`config.mk`:
```
export PLATFORM = sky130hd
export DESIGN_NAME = uart_xcvr_p
export DESIGN_NICKNAME = d
export VERILOG_FILES = /design/src/rtl/uart_p_pkg.sv /design/src/rtl/uart_tick_gen.sv /design/src/rtl/uart_xcvr_p.sv
export SDC_FILE = /design/constraint.sdc
export NUM_CORES = 1
export LEC_CHECK = 0
export BUFFER_PORTS_ARGS = -buffer_cell sky130_fd_sc_hd__buf_2
export CAP_MARGIN = 20
export CORE_AREA = 2 2 136 112
export CTS_CLUSTER_DIAMETER = 60
export DETAILED_ROUTE_END_ITERATION = 10
export DIE_AREA = 0 0 138 114
export GPL_ROUTABILITY_DRIVEN = 0
export GPL_TIMING_DRIVEN = 0
export PLACE_DENSITY = 0.74
export SYNTH_ARGS = -nofsm -noshare
export SYNTH_HDL_FRONTEND = slang
export SYNTH_SLANG_ARGS = --single-unit
```
`constraint.sdc`:
```
create_clock -name clk -period 9.2 [get_ports clk]
set_clock_uncertainty 0.1 [all_clocks]
set_input_delay 0.46 -clock clk [delete_from_list [all_inputs] [get_ports clk]]
set_output_delay 0.46 -clock clk [all_outputs]
set_load 0.02 [all_outputs]
```
`src/rtl/uart_p_pkg.sv`:
```
// Shared definitions for the uart_xcvr_p transceiver: parity modes, FSM state
// encodings, the baud-rate table and the rounded divisor helper.
package uart_p_pkg;

  localparam logic [1:0] PAR_NONE = 2'b00;
  localparam logic [1:0] PAR_EVEN = 2'b01;
  localparam logic [1:0] PAR_ODD  = 2'b10;

  typedef enum logic [2:0] {
    TxIdle, TxStart, TxData, TxParity, TxStop1, TxStop2
  } tx_state_e;

  typedef enum logic [2:0] {
    RxIdle, RxStart, RxData, RxParity, RxStop1, RxStop2, RxBreak
  } rx_state_e;

  localparam int unsigned BAUD_TABLE [8] = '{300, 1200, 4800, 9600, 19200, 38400, 57600, 115200};

  // Clock cycles per sample tick, rounded to nearest, never below 1.
  function automatic int unsigned div(input int unsigned clk_hz, input int unsigned baud,
                                      input int unsigned os);
    int unsigned q;
    q = (clk_hz + (baud * os) / 2) / (baud * os);
    return (q == 0) ? 1 : q;
  endfunction

endpackage

```
`src/rtl/uart_tick_gen.sv`:
```
// Sample-tick generator: one-cycle tick every divisor clocks for the selected
// baud rate; the count restarts whenever baud_sel changes.
module uart_tick_gen
  import uart_p_pkg::*;
#(
  parameter int unsigned OVERSAMPLE = 16,
  parameter int unsigned CLK_HZ     = 50000000
) (
  input  logic       clk,
  input  logic       reset,
  input  logic [2:0] baud_sel_i,
  output logic       tick_o
);

  localparam int unsigned DivTab [8] = '{
    div(CLK_HZ, BAUD_TABLE[0], OVERSAMPLE), div(CLK_HZ, BAUD_TABLE[1], OVERSAMPLE),
    div(CLK_HZ, BAUD_TABLE[2], OVERSAMPLE), div(CLK_HZ, BAUD_TABLE[3], OVERSAMPLE),
    div(CLK_HZ, BAUD_TABLE[4], OVERSAMPLE), div(CLK_HZ, BAUD_TABLE[5], OVERSAMPLE),
    div(CLK_HZ, BAUD_TABLE[6], OVERSAMPLE), div(CLK_HZ, BAUD_TABLE[7], OVERSAMPLE)
  };

  logic [31:0] cnt_q;
  logic [2:0]  sel_q;

  // Tick on the last count of the period, suppressed on the cycle the rate changes.
  always_comb begin
    tick_o = (baud_sel_i == sel_q) && (cnt_q == DivTab[baud_sel_i] - 32'd1);
  end

  // Divisor counter with restart on rate change.
  always_ff @(posedge clk) begin
    if (reset) begin
      cnt_q <= '0;
      sel_q <= '0;
    end else begin
      sel_q <= baud_sel_i;
      if ((baud_sel_i != sel_q) || tick_o) cnt_q <= '0;
      else                                 cnt_q <= cnt_q + 32'd1;
    end
  end

endmodule

```
`src/rtl/uart_xcvr_p.sv`:
```
// Full-duplex UART transceiver with TX FIFO, runtime parity / stop-bit
// selection and a 16x-oversampled receiver with start-glitch rejection.
// Optional feature macro: UART_LOOPBACK_EN adds a loopback input port.
module uart_xcvr_p
  import uart_p_pkg::*;
#(
  parameter int unsigned DATA_W     = 8,
  parameter int unsigned OVERSAMPLE = 16,
  parameter int unsigned CLK_HZ     = 50000000,
  parameter int unsigned TXF_DEPTH  = 4
) (
  input  logic              clk,
  input  logic              reset,
  input  logic [2:0]        baud_sel,
  input  logic [1:0]        par_mode,
  input  logic              stop2,
  input  logic              tx_en,
  input  logic              tx_wr,
  input  logic [DATA_W-1:0] tx_data,
  output logic              tx_full,
  output logic              tx_busy,
  output logic              txd,
  input  logic              rx_en,
  input  logic              rxd,
  output logic [DATA_W-1:0] rx_data,
  output logic              rx_valid,
  output logic              rx_ferror,
  output logic              rx_perror
`ifdef UART_LOOPBACK_EN
  ,
  input  logic              loopback
`endif
);

  localparam int unsigned OsW  = $clog2(OVERSAMPLE);
  localparam int unsigned PtrW = $clog2(TXF_DEPTH);
  localparam int unsigned CntW = $clog2(TXF_DEPTH + 1);

  logic tick;

  uart_tick_gen #(
    .OVERSAMPLE(OVERSAMPLE),
    .CLK_HZ    (CLK_HZ)
  ) u_tick (
    .clk       (clk),
    .reset     (reset),
    .baud_sel_i(baud_sel),
    .tick_o    (tick)
  );

  // ---------------- TX FIFO ----------------
  logic [DATA_W-1:0] fifo_q [TXF_DEPTH];
  logic [PtrW-1:0]   wptr_q, rptr_q;
  logic [CntW-1:0]   cnt_q, cnt_d;
  logic              full_q;
  logic              push, pop;

  // ---------------- TX FSM ----------------
  tx_state_e         tx_st_q;
  logic [OsW-1:0]    tx_cnt_q;
  logic [3:0]        tx_bit_q;
  logic [DATA_W-1:0] tx_sh_q, tx_word;
  logic              tx_par_q, tx_use_par_q, tx_stop2_q, txd_q;
  logic              tx_bit_end, tx_last;

  assign tx_word    = fifo_q[rptr_q];
  assign tx_bit_end = tick && (tx_cnt_q == OsW'(OVERSAMPLE - 1));
  assign tx_last    = tx_bit_end &&
                      (((tx_st_q == TxStop1) && !tx_stop2_q) || (tx_st_q == TxStop2));
  // Popping at the end of the last stop bit gives back-to-back frames.
  assign pop        = tx_en && (cnt_q != '0) && ((tx_st_q == TxIdle) || tx_last);
  assign push       = tx_wr && (!full_q || pop);

  // FIFO occupancy next-state.
  always_comb begin
    cnt_d = cnt_q;
    if (push && !pop)      cnt_d = cnt_q + 1'b1;
    else if (pop && !push) cnt_d = cnt_q - 1'b1;
  end

  // FIFO storage, no reset needed.
  always_ff @(posedge clk) begin
    if (push) fifo_q[wptr_q] <= tx_data;
  end

  // FIFO pointers, count and registered full flag.
  always_ff @(posedge clk) begin
    if (reset) begin
      wptr_q <= '0;
      rptr_q <= '0;
      cnt_q  <= '0;
      full_q <= 1'b0;
    end else begin
      if (push) wptr_q <= wptr_q + 1'b1;
      if (pop)  rptr_q <= rptr_q + 1'b1;
      cnt_q  <= cnt_d;
      full_q <= (cnt_d == CntW'(TXF_DEPTH));
    end
  end

  // TX frame sequencer with registered serial output.
  always_ff @(posedge clk) begin
    if (reset) begin
      tx_st_q      <= TxIdle;
      tx_cnt_q     <= '0;
      tx_bit_q     <= '0;
      tx_sh_q      <= '0;
      tx_par_q     <= 1'b0;
      tx_use_par_q <= 1'b0;
      tx_stop2_q   <= 1'b0;
      txd_q        <= 1'b1;
    end else if (pop) begin
      tx_st_q      <= TxStart;
      tx_cnt_q     <= '0;
      tx_bit_q     <= '0;
      tx_sh_q      <= tx_word;
      tx_par_q     <= (par_mode == PAR_ODD) ? ~(^tx_word) : ^tx_word;
      tx_use_par_q <= (par_mode == PAR_EVEN) || (par_mode == PAR_ODD);
      tx_stop2_q   <= stop2;
      txd_q        <= 1'b0;
    end else if (tick && (tx_st_q != TxIdle)) begin
      if (!tx_bit_end) begin
        tx_cnt_q <= tx_cnt_q + 1'b1;
      end else begin
        tx_cnt_q <= '0;
        case (tx_st_q)
          TxStart: begin
            tx_st_q <= TxData;
            txd_q   <= tx_sh_q[0];
            tx_sh_q <= tx_sh_q >> 1;
          end
          TxData: begin
            if (tx_bit_q == 4'(DATA_W - 1)) begin
              tx_st_q <= tx_use_par_q ? TxParity : TxStop1;
              txd_q   <= tx_use_par_q ? tx_par_q : 1'b1;
            end else begin
              tx_bit_q <= tx_bit_q + 1'b1;
              txd_q    <= tx_sh_q[0];
              tx_sh_q  <= tx_sh_q >> 1;
            end
          end
          TxParity: begin
            tx_st_q <= TxStop1;
            txd_q   <= 1'b1;
          end
          TxStop1: tx_st_q <= tx_stop2_q ? TxStop2 : TxIdle;
          default: tx_st_q <= TxIdle;
        endcase
      end
    end
  end

  assign tx_full = full_q;
  assign tx_busy = (cnt_q != '0) || (tx_st_q != TxIdle);

  // ---------------- RX ----------------
  logic rx_in;
`ifdef UART_LOOPBACK_EN
  assign rx_in = loopback ? txd_q : rxd;
  assign txd   = loopback ? 1'b1 : txd_q;
`else
  assign rx_in = rxd;
  assign txd   = txd_q;
`endif

  logic [1:0]        sync_q;
  logic              rx_prev_q, rx_s, rx_fall;
  rx_state_e         rx_st_q;
  logic [OsW-1:0]    rx_cnt_q, rx_lim;
  logic [3:0]        rx_bit_q;
  logic [DATA_W-1:0] rx_sh_q, rx_data_q;
  logic              rx_perr_q, rx_ferr_q, rx_use_par_q, rx_odd_q, rx_stop2_q;
  logic              rx_valid_q, rx_fe_q, rx_pe_q, rx_fe_now;

  assign rx_s      = sync_q[1];
  assign rx_fall   = rx_prev_q && !rx_s;
  assign rx_lim    = (rx_st_q == RxStart) ? OsW'(OVERSAMPLE / 2 - 1) : OsW'(OVERSAMPLE - 1);
  assign rx_fe_now = rx_ferr_q | ~rx_s;

  // Two-flop synchroniser plus edge-detect history, idling high.
  always_ff @(posedge clk) begin
    if (reset) begin
      sync_q    <= 2'b11;
      rx_prev_q <= 1'b1;
    end else begin
      sync_q    <= {sync_q[0], rx_in};
      rx_prev_q <= rx_s;
    end
  end

  // RX frame sequencer: centre sampling, error capture and word delivery.
  always_ff @(posedge clk) begin
    if (reset) begin
      rx_st_q      <= RxIdle;
      rx_cnt_q     <= '0;
      rx_bit_q     <= '0;
      rx_sh_q      <= '0;
      rx_perr_q    <= 1'b0;
      rx_ferr_q    <= 1'b0;
      rx_use_par_q <= 1'b0;
      rx_odd_q     <= 1'b0;
      rx_stop2_q   <= 1'b0;
      rx_data_q    <= '0;
      rx_valid_q   <= 1'b0;
      rx_fe_q      <= 1'b0;
      rx_pe_q      <= 1'b0;
    end else begin
      rx_valid_q <= 1'b0;
      if (!rx_en) begin
        rx_st_q  <= RxIdle;
        rx_cnt_q <= '0;
      end else begin
        case (rx_st_q)
          RxIdle: begin
            if (rx_fall) begin
              rx_st_q      <= RxStart;
              rx_cnt_q     <= '0;
              rx_bit_q     <= '0;
              rx_perr_q    <= 1'b0;
              rx_ferr_q    <= 1'b0;
              rx_use_par_q <= (par_mode == PAR_EVEN) || (par_mode == PAR_ODD);
              rx_odd_q     <= (par_mode == PAR_ODD);
              rx_stop2_q   <= stop2;
            end
          end
          RxBreak: if (rx_s) rx_st_q <= RxIdle;
          default: begin
            if (tick) begin
              if (rx_cnt_q != rx_lim) begin
                rx_cnt_q <= rx_cnt_q + 1'b1;
              end else begin
                rx_cnt_q <= '0;
                case (rx_st_q)
                  // A start bit that reads high at mid-bit was a glitch.
                  RxStart: rx_st_q <= rx_s ? RxIdle : RxData;
                  RxData: begin
                    rx_sh_q <= {rx_s, rx_sh_q[DATA_W-1:1]};
                    if (rx_bit_q == 4'(DATA_W - 1)) begin
                      rx_st_q <= rx_use_par_q ? RxParity : RxStop1;
                    end else begin
                      rx_bit_q <= rx_bit_q + 1'b1;
                    end
                  end
                  RxParity: begin
                    rx_perr_q <= rx_s ^ (^rx_sh_q) ^ rx_odd_q;
                    rx_st_q   <= RxStop1;
                  end
                  RxStop1: begin
                    if (rx_stop2_q) begin
                      rx_ferr_q <= ~rx_s;
                      rx_st_q   <= RxStop2;
                    end else begin
                      rx_data_q  <= rx_sh_q;
                      rx_fe_q    <= rx_fe_now;
                      rx_pe_q    <= rx_perr_q;
                      rx_valid_q <= 1'b1;
                      rx_st_q    <= rx_s ? RxIdle : RxBreak;
                    end
                  end
                  default: begin
                    rx_data_q  <= rx_sh_q;
                    rx_fe_q    <= rx_fe_now;
                    rx_pe_q    <= rx_perr_q;
                    rx_valid_q <= 1'b1;
                    rx_st_q    <= rx_s ? RxIdle : RxBreak;
                  end
                endcase
              end
            end
          end
        endcase
      end
    end
  end

  assign rx_data   = rx_data_q;
  assign rx_valid  = rx_valid_q;
  assign rx_ferror = rx_fe_q;
  assign rx_perror = rx_pe_q;

endmodule

```
==> out/qor.log <==
qor: die.placeableCoreArea 0.0145 mm2
qor: clocking.clkSlewWorstSetupHoldPaths 60 ps
qor: yosys.netlist_instances 748
qor: clocking.cts.hold.buffers_added 0
qor: clocking.post-cts-setup-buffers 0
qor: timing.finalSetupTns 0 ps
qor: worst_setup_path.ff2ff_setup_slack 5350 ps
qor: flow_run.max_capacitance_violation_count 0
qor: worst_setup_path.worst_path_dominant_cell_family simple AND/OR/NAND/NOR gates
qor: yosys.netlist_top_cells_count dfxtp_1, nor2_1, nand2_1, xnor2_1, mux2i_1
qor: global_route.grt_remaining_overflow 0
qor: power_and_ir_drop.total_switching_power 461 uW
qor: yosys.synth.yosys.seq_area_share 43.8%
qor: timing.worst-slew-pin-transition 840 ps
qor: yosys.postSynth.asyncResetShare 0%
qor: worst_setup_path.path_max_fanout 9
qor: final_layout.area_delta_synth_final 13.6%
qor: route.total_wirelength_of_the_detailed_routed_design 15000 um
qor: clocking.tritoncts.num_buffers 17
qor: worst_hold_path.hold-path-endpoint sync_q[0]
qor: yosys.post_synth_instance_area 0.00704 mm2
qor: yosys.netlist.top_cell.by_area dfxtp_1
qor: route.drt_drc_violations_left 0
qor: worst_hold_path.timing.hold.worst.class input pin to flop
qor: die.rows 40
qor: final_layout.antenna_cells_inserted 0
qor: worst_setup_path.start_kind input pin
qor: route.iter_0_drt_violations 352
qor: timing.relSlewSlack 43.5%
qor: placed_design.io_buffers 31
qor: worst_setup_path.timing_worst_setup_path_type input pin to flop
qor: route.route.detailed.wl_per_inst 15.0 um
qor: yosys.synth_enable_flop_cells 32
qor: final_layout.design.final.nets 840
qor: route.route.vias.total 5473
qor: clocking.cts_tree yes
qor: final_layout.utilization 55.1%
qor: timing.final_count_of_negative_setup_slack_endpoints 0
qor: worst_hold_path.hold-path-cell-count 2
qor: worst_setup_path.critical-path-slowest-cell a31oi_1
qor: power_and_ir_drop.p_comb_share 17.0%
qor: clocking.clock-root-buffer clkbuf_16
qor: timing.maxSlewViolCount 0
qor: global_route.grt_pass1_wl 25500 um
qor: die.chipHeight 114 um
qor: global_route.number_of_global_route_vias_before_repair 5228
qor: worst_setup_path.required 9170 ps
qor: worst_setup_path.end_kind flop
qor: power_and_ir_drop.p_int 1.16 mW
qor: yosys.yosysWarningCount 0
qor: placed_design.dpl.cell_count 968
qor: yosys.ys_dominant_reg_cell dfxtp_1
qor: timing.minimum_period_implied_by_the_final_worst_setup_slack 4710 ps
qor: worst_setup_path.timing.critical_path.arrival 4680 ps
qor: die.starting_density_of_the_core 48.5%
qor: final_layout.fin_cells 1000
qor: power_and_ir_drop.power.clock.fraction 40.6%
qor: yosys.synth.avg_cell_area 9.41 um2
qor: timing.fmax 213 MHz
qor: power_and_ir_drop.vdd_ir_drop_max 0.135 mV
qor: global_route.grt_use_total 19.9%
qor: global_route.grt_start_max_net_pins 17
qor: final_layout.final.fill_count 1251
qor: placed_design.dp_hpwl 10700 um
qor: timing.fin_hold_ws 122 ps
qor: power_and_ir_drop.static-leakage-power 2.84 nW
qor: yosys.synthTopCellsByArea dfxtp_1, edfxtp_1, nor2_1
qor: die.die_width 138 um
qor: clocking.insertion_delay 430 ps
qor: power_and_ir_drop.p_seq_share 42.4%
qor: worst_setup_path.crit_top_cell ha_1
qor: final_layout.fraction_of_layout_instances_using_a_drive_strength_above_1 12.1%
qor: worst_setup_path.reg_to_reg_critical_path_endpoint fifo_q[0][7]
qor: die.die_area 0.0157 mm2
qor: final_layout.multiInputGateArea 0.00374 mm2
qor: power_and_ir_drop.sw_frac_of_total 28.5%
qor: timing.unrepaired_setup_endpoints_after_global_routing no
qor: route.route.antenna.remaining_nets 0
qor: worst_hold_path.min-delay-start rxd
qor: clocking.tritoncts_num_sinks 138
qor: yosys.synth.net_count 790
qor: clocking.ctsResizeCount 0
qor: worst_setup_path.critical_path.cell_chain buf_2, buf_6, inv_1, ha_1, nand2_2, nand2_1, ha_1, and4bb_1, o22ai_1, nand2b_1, mux2i_1, o2111ai_1, or3_1, clkbuf_1, a31oi_1, and2_1
qor: status.status completed
qor: route.pre_repair_dr_iteration_count 5
qor: yosys.synthMostInstantiatedCell dfxtp_1
qor: yosys.synth_top_area_share 30.1%
qor: final_layout.regArea 0.00308 mm2
qor: yosys.post_synth_num_cell_types 74
qor: yosys.synth.ff_latch_count 138
qor: timing.hold_viol_final 0
qor: global_route.grt_antenna_before_repair 0
qor: power_and_ir_drop.ratio_of_total_power_to_cell_area 202 mW/mm2
qor: clocking.cts.htree.levels 4
qor: worst_setup_path.ff2ff_path_depth 9
qor: worst_setup_path.critical_path.reg2reg.startpoint u_tick.cnt_q[6]
qor: worst_setup_path.max_stage_delay 500 ps
qor: clocking.cts.path.max_buffers 2
qor: worst_setup_path.worstPathBufferInverterCount 4
qor: timing.fin_crit_sh 51.1%
qor: die.count_of_pins_on_the_block_boundary 34
qor: route.detail_route.vias_per_cell 5.47
-- flip-flops by register name, summed over array words and instances, names as in the netlist, 3 cells and up, named ones only --
register,count
tx_cnt_q,4
tx_bit_q,4
rx_st_q,3
rx_cnt_q,4
cnt_q,3
u_tick.cnt_q,32
u_tick.sel_q,3
tx_sh_q,8
rx_sh_q,8
fifo_q,32
tx_st_q,3
rx_data,8
rx_bit_q,4
-- cells by family (layout without fill, tap and decap cells) --
group	Yosys count	after routing	synth area share, %
and+or+nand+nor	321	321	23.7
DFF	138	138	43.8
AOI/OAI and AO/OA	109	109	10.1
xor gates and xnor gates	64	64	7.96
buffers and inverters	51	114	3.02
muxes	43	43	7.54
adders and majority gates	22	22	3.91
-- layer usage --
metal	global-route usage, %	vias up	share of wire (%)
met3	5.00	15	3.8
met2	31.3	107	45
met4	5.51	0	1.0
met5	0	-	0
met1	27.6	2582	50
li1	-	2769	-
-- power by group through the flow --
stage / Clock, mW / Sequential, mW / Combinational, mW
after floorplan: 0 / 0.693 / 0.212
after global placement: 0 / 0.697 / 0.271
after detailed placement: 0 / 0.698 / 0.274
after CTS: 0.667 / 0.685 / 0.277
after global routing: 0.692 / 0.690 / 0.306
final: 0.656 / 0.686 / 0.275
-- worst max path at each step --
stage           startpoint            to  slack (ps)  depth (start not counted)
2_1_floorplan  baud_sel[0]  fifo_q[0][0]        5030                         15
3_3_place_gp   baud_sel[0]  fifo_q[0][7]        4090                         15
3_5_place_dp   baud_sel[0]  fifo_q[0][7]        4050                         15
4_1_cts        baud_sel[0]  fifo_q[0][0]        4470                         15
5_1_grt        baud_sel[0]  fifo_q[0][0]        4010                         16
6_report       baud_sel[0]  fifo_q[0][7]        4490                         16
-- cell usage in the layout (no fill, tap or decap), types with 10 or more instances in the layout --
master     instances
nand2_1           52
nor3_1            20
dfxtp_1          106
clkbuf_16         17
a21oi_1           32
edfxtp_1          32
mux2i_1           35
nor4_1            13
ha_1              22
nand2b_1          11
nand4_1           10
xor2_1            23
xnor2_1           41
clkbuf_1          20
or3_1             13
buf_2             36
o21ai_0           24
a211oi_1          12
nand3_1           32
nor2b_1           13
inv_1             21
nor2_1           103
-- final cells by class --
class	count	area share, %
Inverter	23	1.08
Clock buffer	17	5.32
Tap cell	189	2.96
Clock inverter	15	1.78
Timing Repair Buffer	31	1.94
Sequential cell	138	38.5
Multi-Input combinational cell	559	46.8
Buffer	28	1.58
-- per-stage QoR --
step | worst slack [ps] | area (um2) | power, mW
floorplan | 5030 | 7040 | 0.905
global placement | 4090 | 7430 | 0.967
detailed placement | 4050 | 7430 | 0.972
CTS | 4470 | 8000 | 1.63
global route | 4010 | 8000 | 1.69
finish | 4490 | 8000 | 1.62
Note: power is estimated with default switching activity, not from simulation.
